[src/rtl/timer_pkg.sv]
// Shared timer address map, reader register offsets and STATUS bit positions.
package timer_pkg;

  localparam logic [31:0] TIMER_START_ADDR         = 32'h8000_0001;
  localparam logic [31:0] TIMER_STOP_ADDR          = 32'h8000_0002;
  localparam logic [31:0] TIMER_TIMEOUT_VALUE_ADDR = 32'h8000_0003;
  localparam logic [31:0] READER_BASE_ADDR         = 32'h8000_0004;

  typedef enum logic [1:0] {
    REG_STATUS      = 2'd0,
    REG_EVENT_COUNT = 2'd1,
    REG_LAST_TS     = 2'd2,
    REG_IRQ_ENABLE  = 2'd3
  } reg_offset_e;

  localparam int unsigned STATUS_PENDING_BIT  = 0;
  localparam int unsigned STATUS_OVERFLOW_BIT = 1;

endpackage

[src/rtl/timer_event_reader_if.sv]
// CPU peripheral bus as seen by the timer event reader.
interface timer_event_reader_if;
  logic [31:0] address;
  logic        rd;
  logic        wr;
  logic [31:0] data_in;
  logic [31:0] data_out;
  logic        rd_valid;
  logic        irq;

  modport master (output address, rd, wr, data_in, input data_out, rd_valid, irq);
  modport slave  (input address, rd, wr, data_in, output data_out, rd_valid, irq);
endinterface

[src/rtl/rise_edge_detect.sv]
// Single-bit rising-edge detector; rise_c is high in the cycle din first goes high.
module rise_edge_detect (
  input  logic clk,
  input  logic reset,
  input  logic din,
  output logic rise_c
);

  logic din_q;

  always_ff @(posedge clk or posedge reset) begin
    if (reset) din_q <= 1'b0;
    else       din_q <= din;
  end

  assign rise_c = din & ~din_q;

endmodule

[src/rtl/timer_event_reader.sv]
// Captures, timestamps and counts timer timeout events; registered CPU read port.
// Optional interrupt logic and IRQ_ENABLE register enabled by TIMER_READER_IRQ_EN.
module timer_event_reader
  import timer_pkg::*;
#(
  parameter logic [31:0] BASE_ADDR = READER_BASE_ADDR,
  parameter int unsigned COUNT_W   = 16,
  parameter int unsigned TS_W      = 32
) (
  input  logic                 clk,
  input  logic                 reset,
  input  logic                 timeout,
  timer_event_reader_if.slave  bus
);

  logic               event_c;
  logic [31:0]        diff_c;
  logic               hit_c;
  reg_offset_e        offset_c;
  logic               clr_status_c;
  logic               clr_count_c;
  logic               count_sat_c;
  logic               irq_en_rd_c;
  logic [31:0]        rd_data_c;

  logic               pending;
  logic               overflow;
  logic [COUNT_W-1:0] event_count;
  logic [TS_W-1:0]    last_ts;
  logic [TS_W-1:0]    ts_counter;

  rise_edge_detect u_timeout_edge (
    .clk    (clk),
    .reset  (reset),
    .din    (timeout),
    .rise_c (event_c)
  );

  // Decode relative to BASE_ADDR so an unaligned base still maps four registers.
  assign diff_c       = bus.address - BASE_ADDR;
  assign hit_c        = diff_c < 32'd4;
  assign offset_c     = reg_offset_e'(diff_c[1:0]);
  assign clr_status_c = bus.rd & hit_c & (offset_c == REG_STATUS);
  assign clr_count_c  = bus.rd & hit_c & (offset_c == REG_EVENT_COUNT);
  assign count_sat_c  = &event_count;

  always_ff @(posedge clk or posedge reset) begin
    if (reset) ts_counter <= '0;
    else       ts_counter <= ts_counter + TS_W'(1);
  end

  // An event in the same cycle as a read-to-clear wins over the clear.
  always_ff @(posedge clk or posedge reset) begin
    if (reset) begin
      pending     <= 1'b0;
      overflow    <= 1'b0;
      event_count <= '0;
      last_ts     <= '0;
    end else begin
      if (event_c)           pending <= 1'b1;
      else if (clr_status_c) pending <= 1'b0;

      if (event_c && count_sat_c && !clr_count_c) overflow <= 1'b1;
      else if (clr_status_c)                      overflow <= 1'b0;

      if (clr_count_c)                   event_count <= event_c ? COUNT_W'(1) : '0;
      else if (event_c && !count_sat_c)  event_count <= event_count + COUNT_W'(1);

      if (event_c) last_ts <= ts_counter;
    end
  end

`ifdef TIMER_READER_IRQ_EN
  logic        irq_enable;
  logic        wr_irq_c;
  logic [30:0] unused_data_in;

  assign wr_irq_c       = bus.wr & hit_c & (offset_c == REG_IRQ_ENABLE);
  assign unused_data_in = bus.data_in[31:1];
  assign irq_en_rd_c    = irq_enable;

  always_ff @(posedge clk or posedge reset) begin
    if (reset) begin
      irq_enable <= 1'b0;
      bus.irq    <= 1'b0;
    end else begin
      if (wr_irq_c) irq_enable <= bus.data_in[0];
      bus.irq <= irq_enable & pending;
    end
  end
`else
  logic unused_wr_bus;

  assign unused_wr_bus = ^{bus.wr, bus.data_in};
  assign irq_en_rd_c   = 1'b0;
  assign bus.irq       = 1'b0;
`endif

  always_comb begin
    rd_data_c = '0;
    if (hit_c) begin
      case (offset_c)
        REG_STATUS: begin
          rd_data_c[STATUS_PENDING_BIT]  = pending;
          rd_data_c[STATUS_OVERFLOW_BIT] = overflow;
        end
        REG_EVENT_COUNT: rd_data_c    = 32'(event_count);
        REG_LAST_TS:     rd_data_c    = 32'(last_ts);
        REG_IRQ_ENABLE:  rd_data_c[0] = irq_en_rd_c;
        default:         rd_data_c    = '0;
      endcase
    end
  end

  // Fixed one-cycle read latency; data_out holds between reads.
  always_ff @(posedge clk or posedge reset) begin
    if (reset) begin
      bus.data_out <= '0;
      bus.rd_valid <= 1'b0;
    end else begin
      bus.rd_valid <= bus.rd;
      if (bus.rd) bus.data_out <= rd_data_c;
    end
  end

endmodule
[src/flat_wrapper.sv]
// flat-port wrapper written by rule: the top's interface ports become plain ports
module timer_event_reader_flat import timer_pkg::*;
#(
  parameter logic [31:0] BASE_ADDR = READER_BASE_ADDR,
  parameter int unsigned COUNT_W   = 16,
  parameter int unsigned TS_W      = 32
)
  (clk, reset, timeout, bus_address, bus_rd, bus_wr, bus_data_in, bus_data_out, bus_rd_valid, bus_irq);
  timer_event_reader_if bus_i ();
  input  logic clk;
  input  logic reset;
  input  logic timeout;
  input wire logic [$bits(bus_i.address)-1:0] bus_address;
  input wire logic [$bits(bus_i.rd)-1:0] bus_rd;
  input wire logic [$bits(bus_i.wr)-1:0] bus_wr;
  input wire logic [$bits(bus_i.data_in)-1:0] bus_data_in;
  output wire logic [$bits(bus_i.data_out)-1:0] bus_data_out;
  output wire logic [$bits(bus_i.rd_valid)-1:0] bus_rd_valid;
  output wire logic [$bits(bus_i.irq)-1:0] bus_irq;
  assign bus_i.address = bus_address;
  assign bus_i.rd = bus_rd;
  assign bus_i.wr = bus_wr;
  assign bus_i.data_in = bus_data_in;
  assign bus_data_out = bus_i.data_out;
  assign bus_rd_valid = bus_i.rd_valid;
  assign bus_irq = bus_i.irq;
  timer_event_reader #(.BASE_ADDR(BASE_ADDR), .COUNT_W(COUNT_W), .TS_W(TS_W)) u_core (.clk(clk), .reset(reset), .timeout(timeout), .bus(bus_i));
endmodule
[config.mk]
export PLATFORM = sky130hd
export DESIGN_NAME = timer_event_reader_flat
export DESIGN_NICKNAME = d
export VERILOG_FILES = /design/src/rtl/timer_pkg.sv /design/src/rtl/timer_event_reader_if.sv /design/src/rtl/rise_edge_detect.sv /design/src/rtl/timer_event_reader.sv /design/src/flat_wrapper.sv
export SDC_FILE = /design/constraint.sdc
export NUM_CORES = 1
export LEC_CHECK = 0
export BUFFER_PORTS_ARGS = -buffer_cell sky130_fd_sc_hd__buf_2
export CAP_MARGIN = 20
export CORE_MARGIN = 2
export CORE_UTILIZATION = 60
export DETAILED_ROUTE_END_ITERATION = 10
export PLACE_DENSITY_LB_ADDON = 0.3
export SYNTH_ARGS = -nofsm -noshare
export SYNTH_HDL_FRONTEND = slang
export SYNTH_HIERARCHICAL = 1
export SYNTH_SLANG_ARGS = --single-unit
export TNS_END_PERCENT = 50
[constraint.sdc]
create_clock -name clk -period 5.78 [get_ports clk]
set_input_delay 1.156 -clock clk [delete_from_list [all_inputs] [get_ports clk]]
set_output_delay 1.156 -clock clk [all_outputs]
set_load 0.02 [all_outputs]
==> results of run 1 <==
-- worst max-delay path: cells and delay by family --
kind                   cells  cell delay [ps]
buffers and inverters      1              120
AOI/OAI and AO/OA          3             1290
and+or+nand+nor            2              680
-- path summary, 6_finish.rpt --
kind / to / slack [ps]
hold reg to reg: u_core/ts_counter[31] / 470
hold / removal: u_core/ts_counter[31] / 470
min in group asynchronous: u_core/u_timeout_edge/din_q / 510
max in group asynchronous: u_core/event_count[3] / 3830
setup / recovery: u_core/event_count[2] / 2880
setup reg to reg: u_core/event_count[14] / 3560
-- power by group through the flow --
stage | registers (mW) | clock network [mW] | logic (mW)
2_1_floorplan | 0.871 | 0 | 0.0872
3_3_place_gp | 0.881 | 0 | 0.118
3_5_place_dp | 0.882 | 0 | 0.123
4_1_cts | 0.869 | 1.05 | 0.126
5_1_grt | 0.874 | 1.09 | 0.144
6_report | 0.871 | 1.03 | 0.127
-- sequential cells by signal (all words and copies together), names as in the netlist --
signal,cells
u_core/last_ts,32
u_core/pending,1
u_core/overflow,1
u_core/u_timeout_edge/din_q,1
u_core/ts_counter,32
u_core/event_count,16
u_core/bus.rd_valid,1
u_core/bus.data_out,32
-- cells in the mapped netlist (2+ instances only) --
master       n
and3_1      10
dfrtp_1    116
a21oi_1      7
buf_6        4
ha_1         7
o21ai_0      6
xor2_1      17
mux2_2      32
nand4_1     11
o22ai_2      6
or4_1        4
nand2b_1     2
o2111ai_1    4
and4_1       4
nor2_1      17
a211oi_1     2
nor3_1       8
and2_1       3
inv_1       42
xnor2_1     19
a22oi_1     15
o211ai_1     5
nand3_1     20
o31ai_1      3
nor4_1      10
a211o_1      2
nand2_1     35
o22ai_1     25
clkbuf_1    14
or3_1        7
-- placed cells by master, fill, tap and decap left out, drive strengths merged, types with 8 or more instances in the layout --
| master | Yosys | final |
|---|---|---|
| dfrtp | 116 | 116 |
| buf | 5 | 72 |
| inv | 42 | 43 |
| nand2 | 35 | 35 |
| mux2 | 32 | 32 |
| o22ai | 31 | 31 |
| nand3 | 20 | 20 |
| clkbuf | 14 | 20 |
| xnor2 | 19 | 19 |
| nor2 | 17 | 17 |
| xor2 | 17 | 17 |
| a22oi | 15 | 15 |
| nand4 | 11 | 11 |
| nor4 | 11 | 11 |
| and3 | 10 | 10 |
| nor3 | 8 | 8 |
| or3 | 8 | 8 |
-- logic make-up (layout without fill, tap and decap cells) --
kind of cell               Yosys count  in the layout
buffers and inverters               61            146
xor gates and xnor gates            36             36
DFF                                116            116
other                                1              1
adders and majority gates            7              7
AOI/OAI and AO/OA                   86             86
muxes                               33             33
and+or+nand+nor                    139            139
-- area by class of cell --
cell class | instances | area [sq um] | area share (%)
sequential | 116 | 2900 | 45.7
multi-input combinational | 302 | 2180 | 34.4
clock buffer | 20 | 435 | 6.86
timing repair buffer | 72 | 378 | 5.95
inverter | 42 | 160 | 2.52
clock inverter | 12 | 155 | 2.44
tap | 108 | 135 | 2.13
-- per-layer routing --
metal  up-vias  global-route usage, %  wire length (um)
met5         -                      0                 0
met2        86                   40.7              5780
li1       1870                      -                 -
met1      2015                   35.7              5250
met4         0                   9.17               167
met3        15                   5.46               350
==> metrics.md, run 1 <==
| Metric | Value |
|---|---|
| Status | `finished, final reports clean` |
| Number of synthesized flops with an enable pin | `0` |
| Worst-path clk slew | `60 ps` |
| Share of the synthesized area in the top cell type | `between 50% and 60%` |
| Initial antenna violation count | `0` |
| CTS tree | `built` |
| Min-Delay Path Class | `flop to flop` |
| Avg WL per Cell | `roughly 17 um` |
| Asr flop ratio synth | `100%` |
| Synth Area per Inst | `between 10 and 15 sq um` |
| R2R depth | `6` |
| # clock sinks | `116` |
| Synthesized Nets | `between 500 and 600` |
| Net Sw Power | `0.479 mW` |
| Via count | `3,986` |
| Worst slew pin tran | `905 ps` |
| Worst path max stage delay | `between 700 and 800 ps` |
| Switch share | `23.6%` |
| Clk_lat worst skew | `500 ps` |
| Critical path peak fanout | `16` |
| Mux cell area share after synthesis | `6.92%` |
| Max cap viols | `0` |
| CP endpoint kind | `flop` |
| Adder-cell share of the synthesized area | `1.64%` |
| Fraction of layout cells with a size suffix above 1 | `between 20% and 30%` |
| TritonCTS buffer count | `17` |
| GP Congestion | `a little over 0.8` |
| Worst slew margin | `between 30% and 40%` |
| WP data required | `6120 ps` |
| Yosys reg bits | `116` |
| Seq/Total Area, Yosys | `54.3%` |
| Clk pwr share | `50.9%` |
| IO Pins | `between 100 and 150` |
| CTS resizes | `0` |
| Post-synth cell types | `52` |
| Die W | `approximately 98 um` |
| Hold slack | `472 ps` |
| Vias per cell | `5.93` |
| DR iter-0 viols | `approximately 210` |
| DRC | `0` |
| Placed cell areas | `roughly 5700 sq um` |
| Full die area | `9690 sq um` |
| Final core utilization | `73.2%` |
| Setup CP Type | `input port to flop` |
| Internal | `roughly 1.6 mW` |
| Non-Filler Instances | `672` |
| Routed wire length | `between 10,000 and 15,000 um` |
| Complex-gate fraction of the synthesized area | `12.1%` |
| RSZ-0062 raised after global routing | `no` |
| Finish-stage setup viols | `0` |
| Post-place setup slack | `2520 ps` |
| Post-Syn Area | `5350 sq um` |
| Clk buf depth | `2` |
| Cell at the slowest stage of the critical path | `a211oi_4` |
| Grt total ovfl | `0` |
| Fin Setup TNS | `0 ps` |
| Area delta synth->final | `18.7%` |
| Peak VDD IR | `0.213 mV` |
| Initial core utilization | `61.6%` |
| Synth area leaders | `dfrtp_1 54%, mux2_2 6.7%, xnor2_1 3.1%, inv_1 2.9%, o22ai_1 2.9%` |
| Min Clock Period, post-route | `2900 ps` |
| Ys Warns | `6` |
| Seq pwr share | `a little over two fifths` |
| Hold buffers post-CTS | `0` |
| Static leakage | `2.93 nW` |
| Antenna viol nets, final | `0` |
| Final worst clock skew | `7.99 ps` |
| XOR/XNOR share of the synthesized area | `under 10%` |
| CTS H-tree depth | `4` |
| Worst EP arrival | `about 3300 ps` |
| Nets@finish | `627` |
| Gr usage total | `25.7%` |
| Final Cycle Share | `50.2%` |
| Most common flop cell mapped by yosys | `dfrtp_1` |
| Post-DP HPWL | `7280 um` |
| Final Cell Area | `6350 sq um` |
| Worst reg2reg startpoint | `u_core/u_timeout_edge/din_q` |
| Fillers | `561` |
| First-pass GRT wire length | `between 15,000 and 20,000 um` |
| Final Max Tran Viols | `0` |
| Ant diodes | `0` |
| IO Port Bufs | `a little under 70` |
| Num rows | `34` |
| Post-Synth Simple-Gate Area | `14.2%` |
| Buffer count from post-CTS setup fixing | `0` |
| CTS root buffer | `clkbuf_8` |
| Placed insts | `639` |
| Area leader, netlist | `dfrtp_1` |
| Detailed Routing Iterations Pass 1 | `5` |
| Hold path depth | `1` |
| Fmax | `approximately 340 MHz` |
| Die H | `98.4 um` |
| Pwr Total | `2.03 mW` |
| Mapped Cells | `479` |
| Final hold violations | `0` |
| Core Area | `8680 sq um` |
| Hold Path Origin | `u_core/ts_counter[31]` |
| Critical Path Source | `bus_address[29]` |
| Pin count of the biggest net entering global routing | `70` |
| Final setup margin | `2880 ps` |
| Vias in the first global route | `3,942` |
| Critical path, cell by cell | `buf_2 -> or4b_1 -> a211oi_1 -> o211ai_1 -> a211oi_4 -> nor2_1` |
| PwrDens | `roughly 320 nW/um^2` |
| Largest family of logic cells by synthesized area | `simple AND/OR/NAND/NOR gates` |
| Combinational share of power | `6.2%` |
| Startpoint Class | `input port` |
Power figures use the tool's default switching activity.
==> run 2, diff against run 1 <==
- CORE_UTILIZATION: 60 -> 50
- clock period: 5.78 -> 2.5 ns (I/O delays scaled with it)
==> metrics.md, run 2 (synthesized netlist as in run 1, its figures left out) <==
| Metric | Value |
|---|---|
| Fmax | `between 400 and 500 MHz` |
| Startpoint Class | `flop` |
| Critical path peak fanout | `7` |
| Max cap viols | `0` |
| CTS root buffer | `clkbuf_8` |
| Antenna viol nets, final | `0` |
| CTS H-tree depth | `4` |
| Hold slack | `~110 ps` |
| Placed insts | `673` |
| CP endpoint kind | `flop` |
| CTS tree | `built` |
| Full die area | `11,500 sq um` |
| Sequential Area | `2900 sq um` |
| Detailed Routing Iterations Pass 1 | `4` |
| IO Pins | `roughly 100` |
| Final Cycle Share | `81.3%` |
| Fraction of layout cells with a size suffix above 1 | `27.2%` |
| Worst slew pin tran | `731 ps` |
| Post-DP HPWL | `7490 um` |
| Multi-input gate area in the final layout | `approximately 2200 sq um` |
| DR iter-0 viols | `184` |
| Vias in the first global route | `3,975` |
| Worst reg2reg startpoint | `u_core/event_count[2]` |
| Switch share | `23.7%` |
| Net Sw Power | `about 1.1 mW` |
| Static leakage | `3.00 nW` |
| Ant diodes | `0` |
| Die W | `approximately 110 um` |
| Largest registers | `u_core/bus.data_out: 32 flops, u_core/last_ts: 32 flops, u_core/ts_counter: 32 flops` |
| Hold Path Origin | `timeout` |
| Final Max Tran Viols | `0` |
| Gr usage total | `21.4%` |
| Initial core utilization | `roughly half` |
| PwrDens | `746 nW/um^2` |
| Met3 Use GR | `4.42%` |
| IO Port Bufs | `68` |
| Pwr Total | `4.85 mW` |
| CTS resizes | `0` |
| Routed wire length | `between 10,000 and 15,000 um` |
| DRC | `0` |
| Finish-stage setup viols | `0` |
| Pin count of the biggest net entering global routing | `approximately 120` |
| GR peak layer | `met2` |
| Num rows | `37` |
| Clk_lat worst skew | `510 ps` |
| Avg WL per Cell | `16.2 um` |
| Status | `finished, final reports clean` |
| First-pass GRT wire length | `19,100 um` |
| RSZ-0062 raised after global routing | `no` |
| Peak VDD IR | `0.410 mV` |
| Vias per cell | `5.62` |
| Fillers | `between 800 and 900` |
| Grt total ovfl | `0` |
| Internal | `3.70 mW` |
| Min-Delay Path Class | `input port to flop` |
| Fin Setup TNS | `0 ps` |
| Worst slew margin | `about 50%` |
| Final hold violations | `0` |
| Die H | `107 um` |
| Nets@finish | `633` |
| # clock sinks | `116` |
| Via count | `3,965` |
| Combinational share of power | `6.1%` |
| Area delta synth->final | `21.6%` |
| Clk buf depth | `2` |
| Final worst clock skew | `11.0 ps` |
| GP Congestion | `about 0.8` |
| Core Area | `10,400 sq um` |
| Initial antenna violation count | `0` |
| Seq pwr share | `41.5%` |
| WP data required | `2920 ps` |
| Met1 Use GR | `a little over a quarter` |
| Worst EP arrival | `2450 ps` |
| Clk pwr share | `a little over half` |
| TritonCTS buffer count | `17` |
| Non-Filler Instances | `706` |
| Worst-path clk slew | `60 ps` |
| Most frequent cells in the layout | `116 x dfrtp_1, 68 x buf_2, 41 x inv_1` |
| Min Clock Period, post-route | `between 2000 and 2500 ps` |
| Setup CP Type | `flop to flop` |
| GR Util met2 | `around 37%` |
| Commonest non-fill, non-tap cell in the layout | `dfrtp_1` |
| Critical Path Source | `u_core/event_count[2]` |
==> run 2: cell types whose count changed in the layout (fill, tap and decap cells not counted), moves of 2 or more <==
| cell | change |
|---|---|
| buf_12 | +3 |
| buf_4 | +3 |
| clkbuf_1 | -2 |
| clkinv_4 | +4 |
| clkinvlp_4 | -2 |
==> run 2: power by group through the flow <==
| stage | Sequential [mW] | Clock (mW) | Combinational, mW |
|---|---|---|---|
| after detailed placement | 2.04 | 0 | 0.299 |
| after global routing | 2.02 | 2.67 | 0.334 |
| final | 2.01 | 2.54 | 0.296 |
| after global placement | 2.04 | 0 | 0.283 |
| after CTS | 2.01 | 2.57 | 0.301 |
| after floorplan | 2.01 | 0 | 0.202 |
==> run 2: final timing paths <==
check                                              end  slack [ps]  depth (start not counted)
max                              u_core/event_count[4]         470                          5
min                        u_core/u_timeout_edge/din_q         110                          1
max reg2reg                      u_core/event_count[4]         470                          5
min reg2reg                      u_core/ts_counter[31]         480                          1
max in group asynchronous        u_core/ts_counter[12]        1340                          4
min in group asynchronous  u_core/u_timeout_edge/din_q         380                          3
==> run 2: through the flow <==
stage	util (%)	worst slack (ps)	instance area, sq um
finish	62.7	467	6500
global placement	56.5	73.1	5860
global route	62.7	323	6500
CTS	62.7	482	6500
floorplan	-	256	5350
detailed placement	56.5	66.0	5860
==> run 2: layout make-up <==
class	instances	area share (%)
multi-input cells	302	33.6
well taps	136	2.62
clock buffers	18	6.58
repair buffers	78	7.00
clock inverters	14	3.10
flip-flops and latches	116	44.6
inverters	42	2.48
==> run 2: routing by layer <==
layer / part of all wire [%] / wire [um] / vias up
met2: 52 / 5970 / 122
met3: 5.0 / 575 / 10
li1: - / - / 1884
met5: 0 / 0 / -
met4: 1.2 / 142 / 0
met1: 42 / 4780 / 1949
==> run 2: what timing repair did <==
action	in CTS	in global routing
hold buffers	1	0
hold endpoints to repair	1	0
setup buffers	0	0
==> run 2: worst max-delay path, stage by stage (launching register included) <==
cell      delay, ps
dfrtp_1         480
nand3_1         160
or3_1           470
o211ai_1        510
o21ai_0         150
a21oi_1         160
==> run 3, diff against run 2 <==
- ABC_AREA: not set -> 1
- CORE_UTILIZATION: 50 -> 51
- clock period: 2.5 -> 1.7 ns (I/O delays scaled with it)
==> metrics.md, run 3 <==
| Metric | Value |
|---|---|
| Status | `complete, but fails checks` |
| Failing checks | `setup timing` |
| RR Endpoint | `u_core/event_count[6]` |
| Initial core utilization | `~52%` |
| Post-DP HPWL | `10,300 um` |
| Fillers | `794` |
| Min Clock Period, post-route | `2020 ps` |
| Die H | `112 um` |
| Worst Path Buf+Inv | `3` |
| Area delta synth->final | `37.1%` |
| DR iter-0 viols | `445` |
| Synthesized Nets | `787` |
| Final Cycle Share | `119%` |
| Post-Syn Area | `6000 sq um` |
| Hold path depth | `1` |
| Clk buf depth | `2` |
| First-pass GRT wire length | `25,300 um` |
| Initial antenna violation count | `0` |
| Worst reg2reg startpoint | `u_core/event_count[1]` |
| Num rows | `39` |
| # clock sinks | `roughly 120` |
| CTS root buffer | `clkbuf_16` |
| RSZ-0062 raised after global routing | `yes` |
| Via count | `5,549` |
| Startpoint Class | `flop` |
| Routed wire length | `16,500 um` |
| Post-place setup slack | `-438 ps` |
| Worst EP arrival | `2360 ps` |
| Mapped Cells | `between 700 and 800` |
| Final hold violations | `0` |
| Synth area leaders | `dfrtp_1 48%, nand2_1 13%, inv_1 4.7%, o21ai_2 4.4%, xor2_1 4.2%` |
| Worst path max stage delay | `380 ps` |
| Critical path, cell by cell | `ha_2 -> nand3_2 -> nor3_4 -> nand3_2 -> inv_2 -> nand2_4 -> nand2_8 -> clkinvlp_4 -> nand2_1 -> xnor2_1 -> nand2_1 -> inv_1` |
| Share of the synthesized area in the top cell type | `roughly half` |
| Ys Warns | `6` |
| R2R depth | `12` |
| Synth Area per Inst | `8.43 sq um` |
| Setup CP Type | `flop to flop` |
| Max cap viols | `0` |
| Fraction of layout cells with a size suffix above 1 | `37.9%` |
| WP data required | `around 2000 ps` |
| Area leader, netlist | `dfrtp_1` |
| Core Area | `11,500 sq um` |
| Gr usage total | `25.2%` |
| Avg WL per Cell | `15.9 um` |
| Fmax | `496 MHz` |
| Seq/Total Area, Yosys | `around 48%` |
| Most common flop cell mapped by yosys | `dfrtp_1` |
| Ant diodes | `0` |
| Largest registers | `u_core/bus.data_out: 32 flops, u_core/last_ts: 32 flops, u_core/ts_counter: 32 flops` |
| CTS H-tree depth | `4` |
| Met3 Use GR | `4.54%` |
| Asr flop ratio synth | `100%` |
| Vias per cell | `~5.3` |
| WHS Endpoint | `u_core/bus.rd_valid` |
| Detailed Routing Iterations Pass 1 | `5` |
| DRC | `0` |
| R2R Setup Slk | `-320 ps` |
| Min-Delay Path Class | `input port to flop` |
| Static leakage | `between 4 and 5 nW` |
| Met1 Use GR | `31.3%` |
| CP endpoint kind | `flop` |
| Final Max Tran Viols | `0` |
| GR Util met2 | `43.9%` |
| Worst-path clk slew | `50 ps` |
| GR peak layer | `met2` |
| Final worst clock skew | `5.96 ps` |
| Commonest non-fill, non-tap cell in the layout | `nand2_1` |
| Final core utilization | `71.7%` |
| Post-synth cell types | `39` |
| Most frequent cells in the layout | `190 x nand2_1, 116 x dfrtp_1, 87 x buf_4` |
| Nets@finish | `960` |
| Die W | `112 um` |
| Clk_lat worst skew | `420 ps` |
| Synth top cells by count | `205 x nand2_1, 116 x dfrtp_1, 75 x inv_1` |
| Hold Path Origin | `bus_rd` |
| PwrDens | `888 nW/um^2` |
| Most frequent cell after synthesis | `nand2_1` |
| Grt total ovfl | `0` |
| Number of synthesized flops with an enable pin | `0` |
| Critical path peak fanout | `6` |
| Crit path max-delay family | `simple AND/OR/NAND/NOR gates` |
| Pin count of the biggest net entering global routing | `49` |
| TritonCTS buffer count | `17` |
| Peak VDD IR | `around 0.64 mV` |
| GP Congestion | `between 0.8 and 0.9` |
| Cell at the slowest stage of the critical path | `dfrtp_1` |
| CTS tree | `built` |
| IO Pins | `103` |
| Yosys reg bits | `roughly 120` |
| Antenna viol nets, final | `0` |
| Full die area | `about 13,000 sq um` |
| Final setup margin | `-317 ps` |
| IO Port Bufs | `68` |
| Finish-stage setup viols | `33` |
| Vias in the first global route | `5,493` |
==> run 3: area by class of cell <==
class	instances	area (sq um)	area share (%)
sequential	116	2900	35.3
inverter	80	312	3.79
multi-input combinational	492	2990	36.4
clock buffer	18	429	5.22
clock inverter	14	115	1.40
timing repair inverter	1	7.51	0.0913
tap	143	179	2.18
timing repair buffer	176	1280	15.6
==> run 3: timing repair <==
item | 4_1_cts | 5_1_grt
pin swaps | 13 | 19
hold endpoints to repair | 15 | 0
buffers inserted | 17 | 12
hold buffers | 1 | 0
resized for setup | 47 | 53
gates cloned | 1 | 0
endpoints found under the setup margin | 39 | 69
==> run 3: routing by layer <==
layer	vias to the layer above	routed length, um
met5	-	0
met4	0	523
met3	48	797
met2	197	8390
met1	2694	6790
li1	2610	-
==> run 3: worst max path at each step <==
stage | start | endpoint | cells after the start
floorplan | u_core/ts_counter[0] | u_core/ts_counter[28] | 11
global placement | bus_address[9] | u_core/bus.data_out[16] | 13
detailed placement | bus_address[7] | u_core/bus.data_out[30] | 11
CTS | u_core/ts_counter[1] | u_core/ts_counter[28] | 11
global route | u_core/event_count[1] | u_core/event_count[6] | 12
finish | u_core/event_count[1] | u_core/event_count[6] | 12
==> run 3: stage by stage <==
stage | TNS [ps] | area [sq um] | total power [mW] | hold slack [ps] | instances
finish | -5830 | 8220 | 7.31 | 47.6 | 1040
global route | -10670 | 8220 | 7.59 | 39.4 | 1040
CTS | -3730 | 7930 | 7.15 | 37.0 | 1030
detailed placement | -21660 | 7070 | 3.75 | 210 | 979
global placement | -16380 | 7070 | 3.72 | 205 | 979
floorplan | -4810 | 6010 | 3.40 | 68.7 | 711
==> run 3: kinds of logic after synthesis <==
family / Yosys count / share of synthesized area, %
other: 1 / 0.0625
multiplexers: 1 / 0.167
flip-flops: 116 / 48.4
AND/OR/NAND/NOR: 363 / 27.5
XOR/XNOR: 35 / 5.24
adder cells (fa/ha/maj): 7 / 1.46
AO/OA/AOI/OAI: 85 / 10.1
buffers and inverters: 103 / 7.05
==> run 3: power breakdown <==
| part | switching, mW | internal (mW) |
|---|---|---|
| combinational | 0.606 | 0.477 |
| sequential | 0.108 | 2.86 |
| clock | 1.27 | 1.99 |
| total | 1.98 | 5.33 |
